## config.mk

```make
export PLATFORM = sky130hd
export DESIGN_NAME = instr_fetch_sequencer
export DESIGN_NICKNAME = d
export VERILOG_FILES = /design/src/rtl/instr_fetch_sequencer.sv
export SDC_FILE = /design/constraint.sdc
export NUM_CORES = 1
export LEC_CHECK = 0
export CORE_UTILIZATION = 29
export DETAILED_ROUTE_END_ITERATION = 7
export SLEW_MARGIN = 0
export SYNTH_ARGS = -nofsm -noshare
export SYNTH_HDL_FRONTEND = slang
export SYNTH_SLANG_ARGS = --single-unit
```

## constraint.sdc

```tcl
create_clock -name clk -period 2.2 [get_ports clk]
set_input_delay 0.44 -clock clk [delete_from_list [all_inputs] [get_ports clk]]
set_output_delay 0.44 -clock clk [all_outputs]
set_load 0.02 [all_outputs]
```

## src/rtl/instr_fetch_sequencer.sv

```systemverilog
// Control unit: fetches 8-bit instructions from the program ROM, decodes them and issues one
// operation at a time to the datapath. Define SEQ_SINGLE_STEP_EN to add a `step`-gated PAUSE state.
module instr_fetch_sequencer #(
    parameter logic [7:0]  LAST_ADDR = 8'hFF,
    parameter int unsigned OUT_HALTS = 1
) (
    input  logic       clk,
    input  logic       rst_n,
    input  logic       start,
    input  logic       abort,
`ifdef SEQ_SINGLE_STEP_EN
    input  logic       step,
`endif
    input  logic [1:0] prog_sel,
    output logic [1:0] rom_prog,
    output logic [7:0] rom_addr,
    input  logic [7:0] rom_data,
    output logic       op_valid,
    input  logic       op_ready,
    output logic [3:0] opcode,
    output logic [1:0] ra,
    output logic [1:0] rb,
    output logic       is_alu,
    output logic       ld_alu,
    output logic       ld_a,
    output logic       ld_b,
    output logic       out_en,
    output logic       busy,
    output logic       done,
    output logic       err
);

    localparam logic [3:0] OP_OUT = 4'b1011;

    typedef enum logic [2:0] {
        S_IDLE,
        S_FETCH,
        S_DECODE,
        S_EXEC,
        S_DONE
`ifdef SEQ_SINGLE_STEP_EN
        , S_PAUSE
`endif
    } state_t;

    state_t     state;
    state_t     state_nxt;
    logic [7:0] ir;
    logic [4:0] strobes;
    logic       launch;
    logic       advance;
    logic       xfer;
    logic       finish;
    logic       reserved;

    // One-hot strobe vector {is_alu, ld_alu, ld_a, ld_b, out_en}; reserved opcodes give all zeros.
    function automatic logic [4:0] decode_strobes(input logic [3:0] op);
        logic [4:0] s;
        s = 5'b00000;
        if (op[3] == 1'b0) begin
            s[4] = 1'b1;
        end else begin
            case (op[2:0])
                3'b000:  s[3] = 1'b1;
                3'b001:  s[2] = 1'b1;
                3'b010:  s[1] = 1'b1;
                3'b011:  s[0] = 1'b1;
                default: s    = 5'b00000;
            endcase
        end
        return s;
    endfunction

    always_comb begin
        state_nxt = state;
        launch    = 1'b0;
        advance   = 1'b0;
        xfer      = (state == S_EXEC) && op_ready;
        finish    = xfer && ((rom_addr == LAST_ADDR) ||
                             ((OUT_HALTS != 0) && (opcode == OP_OUT)));
        reserved  = (ir[7:6] == 2'b11);
        case (state)
            S_IDLE, S_DONE: begin
                if (start) begin
                    launch    = 1'b1;
                    state_nxt = S_FETCH;
                end
            end
            S_FETCH:  state_nxt = S_DECODE;
            S_DECODE: state_nxt = reserved ? S_DONE : S_EXEC;
            S_EXEC: begin
                if (xfer) begin
                    if (finish) begin
                        state_nxt = S_DONE;
                    end else begin
`ifdef SEQ_SINGLE_STEP_EN
                        state_nxt = S_PAUSE;
`else
                        advance   = 1'b1;
                        state_nxt = S_FETCH;
`endif
                    end
                end
            end
`ifdef SEQ_SINGLE_STEP_EN
            S_PAUSE: begin
                if (step) begin
                    advance   = 1'b1;
                    state_nxt = S_FETCH;
                end
            end
`endif
            default: state_nxt = S_IDLE;
        endcase
        // abort wins over everything, including start and a pending transfer
        if (abort) begin
            state_nxt = S_IDLE;
            launch    = 1'b0;
            advance   = 1'b0;
        end
    end

    always_ff @(posedge clk or negedge rst_n) begin
        if (!rst_n) begin
            state <= S_IDLE;
        end else begin
            state <= state_nxt;
        end
    end

    always_ff @(posedge clk or negedge rst_n) begin
        if (!rst_n) begin
            rom_prog <= 2'b00;
            rom_addr <= 8'h00;
            ir       <= 8'h00;
            opcode   <= 4'h0;
            ra       <= 2'b00;
            rb       <= 2'b00;
            strobes  <= 5'b00000;
            done     <= 1'b0;
            err      <= 1'b0;
        end else begin
            if (launch) begin
                rom_prog <= prog_sel;
                rom_addr <= 8'h00;
            end else if (advance) begin
                rom_addr <= rom_addr + 8'd1;
            end

            if (state == S_FETCH) begin
                ir <= rom_data;
            end

            if (state == S_DECODE) begin
                opcode <= ir[7:4];
                ra     <= ir[3:2];
                rb     <= ir[1:0];
            end

            if (abort) begin
                strobes <= 5'b00000;
            end else if ((state == S_DECODE) && !reserved) begin
                strobes <= decode_strobes(ir[7:4]);
            end else if (xfer) begin
                strobes <= 5'b00000;
            end

            if (abort || launch) begin
                done <= 1'b0;
                err  <= 1'b0;
            end else if ((state == S_DECODE) && reserved) begin
                done <= 1'b1;
                err  <= 1'b1;
            end else if (finish) begin
                done <= 1'b1;
            end
        end
    end

    assign op_valid = (state == S_EXEC);
    assign busy     = (state != S_IDLE) && (state != S_DONE);
    assign {is_alu, ld_alu, ld_a, ld_b, out_en} = strobes;

endmodule
```

Word level (Yosys, flattened, before mapping):

Index checks and enable logic that the tools add are counted.
Widths: inputs -> output; s select.

* latch bits: 0
* word-level logic and storage cells: 70
* bits of input ports: 15
* bits in registers: 36
* bits in read-only memories: 0
* memory bits (writable): 0
* memories kept: 0

* bitwise operators: 0
* magnitude comparators: 0
* add/subtract/negate cells: 1
* multiply operators: 0
* multiplexer cells: 29
* div/mod/pow operators: 0
* equality and inequality tests: 13
* reduce and logical (&&, ||, !) cells: 17
* shifts and indexed selects: 0

Operators by type and width (number)
* $mux 1: 17
* $mux 8: 2
* $mux 3: 5
* $mux 5: 3
* $eq 3x2->1 const B: 4
* $pmux 3 s4: 1
* $reduce_bool 3->1: 3
* $add 8x1->8 const B: 1
* $eq 8x8->1 const B: 1
* $eq 3x1->1 const B: 2
* $logic_not 3->1: 2
* $ne 3x3->1 const B: 2
* $logic_and 1x1->1: 5
* $eq 4x4->1 const B: 1
* $mux 4: 1
* $reduce_bool 2->1: 2
* $eq 3x3->1 const B: 1
* $ne 3x2->1 const B: 1
* $eq 2x2->1 const B: 1
* $logic_or 1x1->1: 2
* $reduce_and 2->1: 1
* $reduce_or 2->1: 1
* $logic_not 1->1: 1

Logic depth before layout (Yosys ltp):

Gate-level depths: netlist of the first run.

* depth in word-level cells: 9
* mapped depth: 6
* mapped depth without buffers: 5

Least setup slack after synthesis of the first run:

OpenSTA, ideal clock, no wires.

* path kind: register to register
* start: register rom_addr[0]
* end: register rom_addr[6]
* data arrival time: 1.734 ns
* slack: 0.389 ns
* setup time: 0.078 ns
* period minus slack after synthesis: 1.811 ns
* path buffers: 0
* cell stages (with the launch flop): 6
* required time: 2.122 ns
* cell sequence: dfrtp_1 -> ha_1 -> nand4_1 -> or2_2 -> or4_1 -> a21oi_1

* cells in the longest elaborated chain, start to end: 8

Ends and longest elaborated chain
* start, declared: line 16 `output logic [7:0] rom_addr,`
* start signal, assigned: line 147 `rom_addr <= rom_addr + 8'd1;`
* $eq 8x8->1: line 79 `finish = xfer && ((rom_addr == LAST_ADDR) ||`
* $logic_or 1x1->1: line 79
* $logic_and 1x1->1: line 79
* $mux 1: line 93 `if (finish) begin`
* $mux 1: line 92 `if (xfer) begin`
* $mux 1: line 82 `case (state)`
* $mux 1: line 116 `if (abort) begin`
* $reduce_bool 2->1 (no source line)

Parallel ways exist; a longest one is shown, timed or not. The select of a mux whose other input is x is not followed.
A chain may end at the register's enable or synchronous reset.

Final worst setup path of the first run:

* start: register state[1]
* end: output port op_valid

* cells in the longest elaborated chain, start to end: 1

Ends and longest elaborated chain
* start, declared: line 46 `state_t state;`
* start signal, assigned: line 127 `state <= state_nxt;`
* $eq 3x2->1: line 180 `assign op_valid = (state == S_EXEC);`
* end, declared: line 18 `output logic op_valid,`

No other way between the ends.

==> results of run 1 <==
[worst reg2reg max path: stages, from the launching register on]
cell and delay [ns]:
dfrtp_1 0.43, ha_1 0.22, nand4_1 0.20, or2_2 0.34, or4_1 0.40, a21oi_1 0.15
[registers in the layout, indices dropped and copies added (netlist names)]
signal and count:
ir 8, done 1, rom_addr 8, ra 2, err 1, strobes 5, rom_prog 2, rb 2
opcode 4, state 3
[synth_stat cells, types with 3 or more instances]
cell and n:
o21ai_0 11, dfrtp_1 36, inv_1 8, nand2_1 18
o211ai_1 3, mux2_2 13, nor2_1 5, nand3_1 5
o31ai_1 5, a21oi_1 7
[power by group through the flow]
stage	logic (mW)	registers [mW]	clock network [mW]
2_1_floorplan	0.313	1.06	0
3_3_place_gp	0.713	0.985	0
3_5_place_dp	0.724	0.987	0
4_1_cts	0.725	0.977	0.482
5_1_grt	0.774	1.01	0.507
6_report	0.716	0.973	0.462
[how the worst min path moves through the flow]
| stage | startpoint | to | slack (ns) | cells past startpoint |
|---|---|---|---|---|
| 6_report | rst_n | rom_addr[4] | 0.22 | 1 |
| 4_1_cts | rst_n | rom_addr[4] | 0.26 | 1 |
| 3_3_place_gp | rom_prog[1] | rom_prog[1] | 0.46 | 2 |
| 5_1_grt | rst_n | rom_addr[4] | 0.31 | 1 |
| 2_1_floorplan | rst_n | done | 0.14 | 0 |
| 3_5_place_dp | strobes[1] | strobes[1] | 0.47 | 2 |
[metrics by stage]
stage                     total power [mW]  std cells  area [um^2]  util, %
after floorplan                       1.38        146         1650        -
after global placement                1.70        260         2160     39.2
after CTS                             2.18        268         2240     40.7
after global routing                  2.29        268         2240     40.7
final                                 2.15        268         2240     40.7
after detailed placement              1.71        260         2160     39.2
[cell families (layout without fill, tap and decap cells)]
group	after synthesis	after routing	share of synthesized area [%]
buffers and inverters	13	63	4.01
and+or+nand+nor	47	47	16.7
muxes	14	14	9.47
AOI/OAI and AO/OA	35	35	14.5
adders and majority gates	1	1	0.757
DFF	36	36	54.5
[final cells by class]
cell class / instances / share of cell area (%)
Clock inverter: 3 / 0.837
Multi-Input combinational cell: 97 / 30.5
Tap cell: 72 / 4.02
Inverter: 8 / 1.34
Sequential cell: 36 / 40.2
Clock buffer: 5 / 3.07
Timing Repair Buffer: 47 / 20.1
[metal layers]
| metal | track usage (%) | up-vias |
|---|---|---|
| li1 | - | 632 |
| met1 | 17.6 | 598 |
| met4 | 4.53 | 0 |
| met2 | 18.8 | 28 |
| met3 | 4.00 | 6 |
| met5 | 0 | - |
==> impl_metrics.tcl, run 1 <==
set metrics [dict create \
    cts_buffers 5 \
    violations "design-rule violations" \
    synth-seq-area-share_pct 54.5 \
    max_slew_margin_pct 48.6 \
    p_switching_uw 717 \
    async_reset_ff_share_pct 100 \
    grt_pass1_vias 1228 \
    reg2reg_slack_ns 0.40 \
    fmax_mhz 477 \
    synth_cell_types 38 \
    cp.depth 2 \
    ys_ff_latch 36 \
    remaining_drc_errors 2 \
    internal-power_mw 1.43 \
    cts_tree "done" \
    fill_cells 536 \
    cp-startpoint "state[1]" \
    gp_congestion 0.773 \
    synth_nets 162 \
    min_period_over_period_pct 95.4 \
    drt_pass1_iterations 6 \
    grt-ovfl-total 0 \
    path_buf_inv 1 \
    multi_input_area_um2 684 \
    top_layer "met4" \
    hold_class "in -> async" \
    grt_max_degree 37 \
    fin_ws_ns 0.102 \
    vdd_ir_drop_max_uv 431 \
    maxCapViolCount 0 \
    pre_cts_ws_ns 0.0823 \
    die_area_mm2 0.00600 \
    cpLargestDelayFamily "buffers and inverters" \
    status "finished with violations" \
    finalSetupViolCount 0 \
    cts_max_level 2 \
    die_w_um 77.5 \
    netlist_area_mm2 0.00165 \
    root_buffer "clkbuf_8" \
    n_antenna_cell 0 \
    tns_ns 0 \
    worst_slew_pin_slew_ns 0.771 \
    final_cell_mix "clkdlybuf4s50_1 (40), dfrtp_1 (36), nand2_1 (18)" \
    cpPeakStageDelay_ns 0.61 \
    initial_core_util_pct 30.0 \
    crit_fanout 10 \
    postCtsHoldBufs 0 \
    synth.area.top_cells "dfrtp_1 (55%), mux2_2 (8.9%), nand2_1 (4.1%)" \
    combPwrFrac_pct 33.3 \
    netlist.area_leader.share_pct 54.5 \
    regArea_um2 901 \
    maxSlewViolCount 0 \
    vias 1264 \
    final_common_cell "clkdlybuf4s50_1" \
    yosysWarnings 0 \
    startpoint_type "flip-flop" \
    insertion_delay_ns 0.29 \
    switching_share_pct 33.3 \
    reg2reg_to "rom_addr[6]" \
    cts_setup_buffers 0 \
    final_nets 211 \
    io_buffers 41 \
    met1_length_um 1740 \
    fin_skew_ns 0.00698 \
    routed_wire_length_per_instance_um 12.8 \
    grt_usage_pct 12.8 \
    rows 27 \
    grt_pass1_wl_um 6040 \
    area_delta_synth_final_pct 35.8 \
    fin_crit_ns 2.10 \
    worst_path_max_delay_cell "clkdlybuf4s50_1" \
    cts_resized 0 \
    crit_chain "and3_2 -> clkdlybuf4s50_1" \
    hold_viol 0 \
    p_per_area_mw_per_mm2 959 \
    critPathKind "reg -> out" \
    cp-end-kind "output pin" \
    rr_worst_depth 5 \
    crit_end "op_valid" \
    r2r-start "rom_addr[0]" \
    clkTransAtPathRegs_ns 0.08 \
    cts_buffer_depth 2 \
    synth_flop_cell "dfrtp_1" \
    viasPerCell 4.72 \
    critPathArrivalTime_ns 1.66 \
    place_hpwl_um 2510 \
    fp.coreArea_mm2 0.00551 \
    synthCells 146 \
    avgSynthCellArea_um2 11.3 \
    grt_setup_unrepaired "false" \
    drt_wl_total_um 3420 \
    synth_edf_count 0 \
    antenna_found_initial 0 \
    seq_power_share_pct 45.2 \
    dr_wl_met2_um 1480 \
    postRouteAntennaNets 0 \
    dr.first_iter.drc_count 113 \
    clkSinkCount 36 \
    wl_met3_um 152 \
    cp_data_required_time_ns 1.76 \
    yosysTopAreaCell "dfrtp_1" \
    p_clk_share_pct 21.5 \
    drive_above_1_share_pct 17.3 \
    die_y_um 77.5 \
    whs_ns 0.219 \
    pin_count 42 \
    power_leakage_nw 0.912 \
]
Note: power is estimated with default switching activity, not from simulation.
==> run 2: changes to the inputs <==
- RECOVER_POWER: not set -> 100
==> run 2 against run 1 <==
  * The flow still finishes with violations (design-rule violations)
  * Design area fell by 0.84%
  * Count of clock-buffer cells in the layout did not move
  * Core utilization fell by 0.34 points
  * Sequential power fell by 0.4%
  * Sequential share of layout area rose by 0.34 points
  * Maximum frequency barely moved
  * Largest power group unchanged
  * Highest routed layer unchanged
==> impl_metrics.tcl, run 2 (synthesis gave the netlist of run 1 again) <==
set metrics [dict create \
    p_clk_share_pct 22.0 \
    fin_crit_ns 2.10 \
    critPathKind "reg -> out" \
    min_period_over_period_pct 95.3 \
    regArea_um2 901 \
    remaining_drc_errors 2 \
    p_switching_uw 713 \
    final_nets 211 \
    area_delta_synth_final_pct 34.7 \
    drive_above_1_share_pct 14.8 \
    cts_buffer_depth 2 \
    postRouteAntennaNets 0 \
    critPathArrivalTime_ns 1.66 \
    grt_setup_unrepaired "false" \
    fmax_mhz 477 \
    largest_registers "ir (8), rom_addr (8), strobes (5)" \
    combPwrFrac_pct 31.9 \
    viasPerCell 4.71 \
    startpoint_type "flip-flop" \
    dp.cells 260 \
    cts_setup_buffers 0 \
    die_area_mm2 0.00600 \
    maxCapViolCount 0 \
    p_per_area_mw_per_mm2 945 \
    final_common_cell "dfrtp_1" \
    rows 27 \
    clkSinkCount 36 \
    hold_viol 0 \
    grt_pass1_vias 1228 \
    fin_skew_ns 0.00658 \
    maxSlewViolCount 0 \
    final_cell_mix "dfrtp_1 (36), dlygate4sd3_1 (26), nand2_1 (18)" \
    final_cells 268 \
    insertion_delay_ns 0.29 \
    cts_resized 0 \
    root_buffer "clkbuf_8" \
    grt_max_degree 37 \
    cts_tree "done" \
    grt_usage_pct 12.8 \
    antenna_found_initial 0 \
    whs_ns 0.247 \
    worst_slew_pin_slew_ns 0.857 \
    finalSetupViolCount 0 \
    routed_wire_length_per_instance_um 12.8 \
    grt-ovfl-total 0 \
    internal-power_mw 1.39 \
    cp-end-kind "output pin" \
    drt_wl_total_um 3430 \
    status "finished with violations" \
    fp.coreArea_mm2 0.00551 \
    pin_count 42 \
    seq_power_share_pct 46.1 \
    n_antenna_cell 0 \
    max_slew_margin_pct 42.9 \
    place_hpwl_um 2510 \
    clkTransAtPathRegs_ns 0.08 \
    tns_ns 0 \
    crit_fanout 10 \
    rr_worst_depth 5 \
    gp_congestion 0.773 \
    vdd_ir_drop_max_uv 415 \
    initial_core_util_pct 30.0 \
    switching_share_pct 33.9 \
    vias 1261 \
    postCtsHoldBufs 0 \
    drt_pass1_iterations 6 \
    hold_class "in -> async" \
    power_leakage_nw 0.957 \
    multi_input_area_um2 684 \
    cp_data_required_time_ns 1.76 \
    cts_buffers 5 \
    dr.first_iter.drc_count 96 \
    die_w_um 77.5 \
    die_y_um 77.5 \
    cts_max_level 2 \
    fill_cells 536 \
    io_buffers 41 \
    grt_pass1_wl_um 6040 \
    violations "design-rule violations" \
]
==> run 2: power by group through the flow <==
stage | clock network [mW] | registers (mW) | logic (mW)
after CTS | 0.482 | 0.977 | 0.725
after detailed placement | 0 | 0.987 | 0.724
final | 0.463 | 0.969 | 0.670
after global placement | 0 | 0.985 | 0.713
after global routing | 0.507 | 1.00 | 0.728
after floorplan | 0 | 1.06 | 0.313
==> run 2: final cells by class <==
type / count / share of cell area, %
inverter: 8 / 1.35
clock buffer: 5 / 3.09
sequential: 36 / 40.5
timing repair buffer: 47 / 19.4
multi-input combinational: 97 / 30.8
tap: 72 / 4.05
clock inverter: 3 / 0.844
==> run 2: path summary, 6_finish.rpt <==
check	from	endpoint	slack, ns
setup / recovery	state[1]	op_valid	0.10
min in group clk	rom_prog[0]	rom_prog[0]	0.48
setup reg to reg	rom_addr[0]	rom_addr[6]	0.40
max in group asynchronous	rst_n	rom_prog[0]	1.41
hold reg to reg	rom_prog[0]	rom_prog[0]	0.48
hold / removal	rst_n	rom_addr[4]	0.25
==> run 2: metrics by stage <==
step,utilization [%],setup WS [ns],power (mW),instance area (um^2)
2_1_floorplan,-,0.389,1.38,1650
3_3_place_gp,39.2,0.101,1.70,2160
3_5_place_dp,39.2,0.0823,1.71,2160
4_1_cts,40.7,0.100,2.18,2240
5_1_grt,40.4,0.0374,2.24,2220
6_report,40.4,0.103,2.10,2220
==> run 2: critical path, cell delays in order, from the launching register on <==
cell,delay [ns]
dfrtp_1,0.50
and3_2,0.26
clkdlybuf4s50_1,0.61
==> run 2: per-layer routing <==
| metal | wire length, um | GRT usage (%) | vias to the layer above |
|---|---|---|---|
| met1 | 1760 | 17.6 | 593 |
| met4 | 51 | 4.53 | 0 |
| met5 | 0 | 0 | - |
| met2 | 1480 | 18.8 | 28 |
| li1 | - | - | 634 |
| met3 | 137 | 4.00 | 6 |
